## src/rtl/mips_cpu_pkg.sv

```systemverilog
// Shared MIPS CPU definitions used by the divider: FSM states and fixed constants.
package mips_cpu_pkg;

  typedef enum logic [1:0] {
    DIV_IDLE,
    DIV_RUN,
    DIV_FIX,
    DIV_DONE
  } div_state_t;

  localparam int unsigned DIV_ITERS     = 32;
  localparam int unsigned DIV_CNT_W     = $clog2(DIV_ITERS);
  localparam logic [31:0] DIV_BY_ZERO_Q = 32'hFFFF_FFFF;

  // Two's complement negate; 0x80000000 wraps onto itself.
  function automatic logic [31:0] neg32(input logic [31:0] x);
    return ~x + 32'd1;
  endfunction

endpackage

```

## src/rtl/mips_cpu_div_if.sv

```systemverilog
// Request/result bus between the CPU datapath (master) and the divider (slave).
interface mips_cpu_div_if;

  logic        start;
  logic        sign;
  logic [31:0] a;
  logic [31:0] b;
  logic        busy;
  logic        done;
  logic [63:0] r;

  modport master (output start, output sign, output a, output b,
                  input  busy,  input  done, input  r);

  modport slave  (input  start, input  sign, input  a, input  b,
                  output busy,  output done, output r);

endinterface

```

## src/rtl/mips_cpu_div_step.sv

```systemverilog
// One restoring division iteration: shift in a dividend bit, trial-subtract the divisor.
module mips_cpu_div_step (
  input  logic [31:0] i_rem,
  input  logic        i_bit,
  input  logic [31:0] i_dvs,
  output logic [31:0] o_rem_c,
  output logic        o_qbit_c
);

  logic [32:0] w_shift;
  logic [32:0] w_diff;

  // Partial remainder stays below the divisor, so a 33-bit difference never overflows.
  always_comb begin
    w_shift  = {i_rem, i_bit};
    w_diff   = w_shift - {1'b0, i_dvs};
    o_qbit_c = ~w_diff[32];
    o_rem_c  = w_diff[32] ? w_shift[31:0] : w_diff[31:0];
  end

endmodule

```

## src/rtl/mips_cpu_div.sv

```systemverilog
// Multi-cycle radix-2 restoring divider for DIV/DIVU; result packed {remainder, quotient}.
module mips_cpu_div
  import mips_cpu_pkg::*;
(
  input  logic          clk,
  input  logic          reset,
  mips_cpu_div_if.slave bus
);

  div_state_t            r_state;
  div_state_t            w_state_nxt;
  logic [DIV_CNT_W-1:0]  r_cnt;
  logic [31:0]           r_rem;
  logic [31:0]           r_quo;
  logic [31:0]           r_dvs;
  logic                  r_qsign;
  logic                  r_rsign;
  logic                  r_dz;
  logic                  r_busy;
  logic                  r_done;
  logic [63:0]           r_r;

  logic [31:0]           w_rem_nxt;
  logic                  w_qbit;
  logic [31:0]           w_quo_fix;
  logic [31:0]           w_rem_fix;

  // Dividend magnitude is shifted out of r_quo MSB-first while quotient bits enter at the LSB.
  mips_cpu_div_step u_step (
    .i_rem    (r_rem),
    .i_bit    (r_quo[31]),
    .i_dvs    (r_dvs),
    .o_rem_c  (w_rem_nxt),
    .o_qbit_c (w_qbit)
  );

  always_ff @(posedge clk) begin
    if (reset) r_state <= DIV_IDLE;
    else       r_state <= w_state_nxt;
  end

  always_comb begin
    w_state_nxt = r_state;
    unique case (r_state)
      DIV_IDLE: if (bus.start) w_state_nxt = DIV_RUN;
      DIV_RUN:  if (r_cnt == '0) w_state_nxt = DIV_FIX;
      DIV_FIX:  w_state_nxt = DIV_DONE;
      DIV_DONE: w_state_nxt = DIV_IDLE;
      default:  w_state_nxt = DIV_IDLE;
    endcase
  end

  // Divide-by-zero forces the quotient; the remainder path already reproduces the dividend.
  assign w_quo_fix = r_dz    ? DIV_BY_ZERO_Q : (r_qsign ? neg32(r_quo) : r_quo);
  assign w_rem_fix = r_rsign ? neg32(r_rem) : r_rem;

  always_ff @(posedge clk) begin
    if (reset) begin
      r_cnt   <= '0;
      r_rem   <= '0;
      r_quo   <= '0;
      r_dvs   <= '0;
      r_qsign <= 1'b0;
      r_rsign <= 1'b0;
      r_dz    <= 1'b0;
      r_busy  <= 1'b0;
      r_done  <= 1'b0;
      r_r     <= '0;
    end else begin
      r_busy <= (w_state_nxt != DIV_IDLE);
      r_done <= (w_state_nxt == DIV_DONE);
      unique case (r_state)
        DIV_IDLE: begin
          if (bus.start) begin
            r_quo   <= (bus.sign && bus.a[31]) ? neg32(bus.a) : bus.a;
            r_dvs   <= (bus.sign && bus.b[31]) ? neg32(bus.b) : bus.b;
            r_qsign <= bus.sign & (bus.a[31] ^ bus.b[31]);
            r_rsign <= bus.sign & bus.a[31];
            r_dz    <= (bus.b == '0);
            r_rem   <= '0;
            r_cnt   <= DIV_CNT_W'(DIV_ITERS - 1);
          end
        end
        DIV_RUN: begin
          r_rem <= w_rem_nxt;
          r_quo <= {r_quo[30:0], w_qbit};
          if (r_cnt != '0) r_cnt <= r_cnt - DIV_CNT_W'(1);
        end
        DIV_FIX: r_r <= {w_rem_fix, w_quo_fix};
        default: ;
      endcase
    end
  end

  assign bus.busy = r_busy;
  assign bus.done = r_done;
  assign bus.r    = r_r;

endmodule

```

## src/flat_wrapper.sv

```systemverilog
// flat-port wrapper written by rule: the top's interface ports become plain ports
module mips_cpu_div_flat import mips_cpu_pkg::*;
  (clk, reset, bus_start, bus_sign, bus_a, bus_b, bus_busy, bus_done, bus_r);
  mips_cpu_div_if bus_i ();
  input  logic clk;
  input  logic reset;
  input wire logic [$bits(bus_i.start)-1:0] bus_start;
  input wire logic [$bits(bus_i.sign)-1:0] bus_sign;
  input wire logic [$bits(bus_i.a)-1:0] bus_a;
  input wire logic [$bits(bus_i.b)-1:0] bus_b;
  output wire logic [$bits(bus_i.busy)-1:0] bus_busy;
  output wire logic [$bits(bus_i.done)-1:0] bus_done;
  output wire logic [$bits(bus_i.r)-1:0] bus_r;
  assign bus_i.start = bus_start;
  assign bus_i.sign = bus_sign;
  assign bus_i.a = bus_a;
  assign bus_i.b = bus_b;
  assign bus_busy = bus_i.busy;
  assign bus_done = bus_i.done;
  assign bus_r = bus_i.r;
  mips_cpu_div u_core (.clk(clk), .reset(reset), .bus(bus_i));
endmodule
```

## config.mk

```make
export PLATFORM = sky130hd
export DESIGN_NAME = mips_cpu_div_flat
export DESIGN_NICKNAME = d
export VERILOG_FILES = /design/src/rtl/mips_cpu_pkg.sv /design/src/rtl/mips_cpu_div_if.sv /design/src/rtl/mips_cpu_div_step.sv /design/src/rtl/mips_cpu_div.sv /design/src/flat_wrapper.sv
export SDC_FILE = /design/constraint.sdc
export NUM_CORES = 1
export LEC_CHECK = 0
export CORE_MARGIN = 10
export CORE_UTILIZATION = 30
export DETAILED_ROUTE_END_ITERATION = 8
export GPL_TIMING_DRIVEN = 0
export PLACE_DENSITY = 0.55
export SYNTH_ARGS = -nofsm -noshare
export SYNTH_HDL_FRONTEND = slang
export SYNTH_SLANG_ARGS = --single-unit
export TNS_END_PERCENT = 50
```

## constraint.sdc

```tcl
create_clock -name clk -period 7.78 [get_ports clk]
set_input_delay 1.556 -clock clk [delete_from_list [all_inputs] [get_ports clk]]
set_output_delay 1.556 -clock clk [all_outputs]
set_load 0.005 [all_outputs]
```

==> run_results.csv <==
group,metric,value,unit
setup_path,cp.required,8070,ps
setup_path,cp.depth,10,
clocking,clock_sinks,172,
detailed_routing,wirelength,35500,um
logic_synthesis,synth-main-ff-cell,"dfxtp_1",
power_and_ir_drop,ir_drop,0.153,mV
logic_synthesis,syn_avg_cell_area,8.10,um2
global_route,grt.total_usage,0.165,
logic_synthesis,netlist_area,10400,um2
floorplanning,std_cell_rows,67,
sta,fin_setup_tns,0,ps
detailed_routing,drc,0,
clocking,max-clock-path-buffers,2,
detailed_routing,dr.pass1.iters,9,
final_layout,drive_above_1_share,0.0374,
detailed_routing,routed_via_density,5.25,
logic_synthesis,ys_types,65,
detailed_routing,dr_total_vias,9932,
logic_synthesis,ys_warn_count,0,
sta,max_slew.worst_pin.slew,890,ps
sta,finClkSkew,14.3,ps
sta,drv_slew,0,
global_route,grt_pass1_vias,9449,
clocking,post-cts-setup-buffers,0,
floorplanning,initial_core_util,0.306,
setup_path,startpoint,"bus_b[4]",
sta,slew_headroom,0.407,
global_route,grt-ovfl-total,0,
place,post-place-ws,2800,ps
logic_synthesis,synth-seq-cells,172,
power_and_ir_drop,p_leak,4.71,nW
setup_path,worst_setup_path_start_kind,"primary input",
setup_path,r2r_cells,13,
place,dp_cells,1858,
final_layout,fillers,3510,
min_path,min_from,"u_core.r_dvs[31]",
final_layout,fin_cells,1892,
clocking,cts_hold_buf,0,
sta,max_freq,0.218,GHz
logic_synthesis,synth_edf_count,0,
setup_path,worst_path_largest_cell_delay,600,ps
clocking,path_clk_slew,70,ps
final_layout,areaGrowthSynthToFinish,23.7,%
setup_path,crit_family,"simple AND/OR/NAND/NOR gates",
setup_path,cp.buffers_inverters,1,
setup_path,r2r-start,"u_core.r_rem[0]",
logic_synthesis,syn_inst,1278,
logic_synthesis,synth_top_area_share,0.333,
sta,period_share,0.589,
detailed_routing,ant_nets,0,
logic_synthesis,seq_area_frac_synth,0.333,
setup_path,crit_type,"in -> reg",
logic_synthesis,syn_nets,1384,
min_path,holdCritPathClass,"reg -> reg",
final_layout,utilization,0.379,
setup_path,slowest_stage,"or4_1",
final_layout,stdcell_area,12800,um2
detailed_routing,drtIter0Drc,844,
place,hpwl,28200,um
run_status,status,"finished, final reports clean",
sta,finalWorstPathRequiredPeriod,4580,ps
power_and_ir_drop,power_density,235,nW/um2
final_layout,final_common_cell,"dfxtp_1",
final_layout,nNetsFinal,1535,
place,placed_area,12200,um2
logic_synthesis,synth_largest_area_cell,"dfxtp_1",
setup_path,crit_path_max_fanout,5,
sta,grt_setup_unrepaired,"false",
global_route,grt_pass1_wl,54700,um
sta,hold_violations,0,
setup_path,path_cells,"clkdlybuf4s50_1, or4_1, nor3_1, nand2_1, nor3_2, nand2_1, or4_1, o31ai_1, xor2_1, a211oi_1",
global_route,grt_antenna_before_repair,3,
final_layout,layout_common_cells,"172 x dfxtp_1, 168 x nor2_1, 132 x clkdlybuf4s50_1",
floorplanning,die_x,206,um
clocking,cts_root_buf,"clkbuf_16",
setup_path,cp-end-kind,"flop",
clocking,clkLatencyLatePin,450,ps
setup_path,arrival,4870,ps
sta,timing.final.ws_setup,3200,ps
clocking,tritoncts,"built",
sta,hold_ws,456,ps
clocking,htree_levels,4,
clocking,numCtsBuffers,17,
floorplanning,die-height,206,um
floorplanning,design.portCount,134,
sta,setup_viol,0,
detailed_routing,routedWlPerCell,18.8,um
clocking,cts_resized,0,
global_route,grt_max_degree,18,
place,gp_congestion,0.935,
min_path,min_path_cells,2,
floorplanning,fp.dieArea,42300,um2
power_and_ir_drop,p_total,3.01,mW
floorplanning,core,33800,um2
place,port_buffers,132,
logic_synthesis,async_reset_ff_frac,0,
run,maxCapViolCount,0,
logic_synthesis,synth_area_leaders,"dfxtp_1 33%, xor2_1 8.0%, nor2_1 6.1%",
[cell families (layout without fill, tap and decap cells)]
logic type / Yosys count / after routing / share of synthesized area
AO/OA/AOI/OAI: 369 / 369 / 0.244
XOR/XNOR: 148 / 148 / 0.125
adder cells (fa/ha/maj): 38 / 38 / 0.0467
buffers and inverters: 139 / 303 / 0.0515
flip-flops: 172 / 172 / 0.333
multiplexers: 26 / 26 / 0.0255
other: 0 / 2 / 0
AND/OR/NAND/NOR: 386 / 386 / 0.175
[per-layer routing]
metal	vias up	share of wire	track usage
met3	29	0.057	0.0259
met4	2	0.015	0.0512
met2	246	0.45	0.254
met5	-	0.00028	0
met1	4719	0.48	0.230
li1	4936	-	-
[tightest hold or removal path, stage by stage, from the launching register on]
cell	delay, ps
dfxtp_1	310
nand2_1	50
a21oi_1	50
[cell type report]
class	count	area (um2)	area share
timing repair buffer	132	1320	0.103
sequential	172	3440	0.269
tap	448	561	0.0438
inverter	59	221	0.0173
clock buffer	19	453	0.0354
antenna	2	5.00	0.000391
multi-input combinational	967	6370	0.498
clock inverter	13	116	0.00909
buffer	80	312	0.0243
[flip-flops by register name, indices dropped and copies added (netlist names), 2 cells and up]
register / cells
u_core.r_quo: 32
u_core.r_cnt: 5
u_core.r_rem: 32
u_core.r_state: 2
u_core.bus.r: 64
u_core.r_dvs: 32
[report_power, final]
group | total, mW | switching [mW] | internal, mW
clock network | 0.840 | 0.400 | 0.440
registers | 1.04 | 0.0880 | 0.957
logic | 1.13 | 0.664 | 0.466
[final timing paths]
path,to,slack [ps]
max,u_core.r_dvs[30],3200
min,u_core.r_dvs[31],460
max reg2reg,u_core.r_quo[0],3580
min reg2reg,u_core.r_dvs[31],460
[cells in the mapped netlist, types with 22 or more instances]
cell type / n
dfxtp_1: 172
nor2_1: 168
xor2_1: 94
nand2_1: 88
a211oi_1: 82
clkbuf_1: 69
a21oi_1: 67
inv_1: 59
xnor2_1: 54
o21ai_1: 46
o21ai_0: 39
ha_1: 37
a222oi_1: 30
o31ai_1: 26
mux2i_1: 23
nor3_1: 22
No activity file was read; power rests on OpenSTA's default activity.
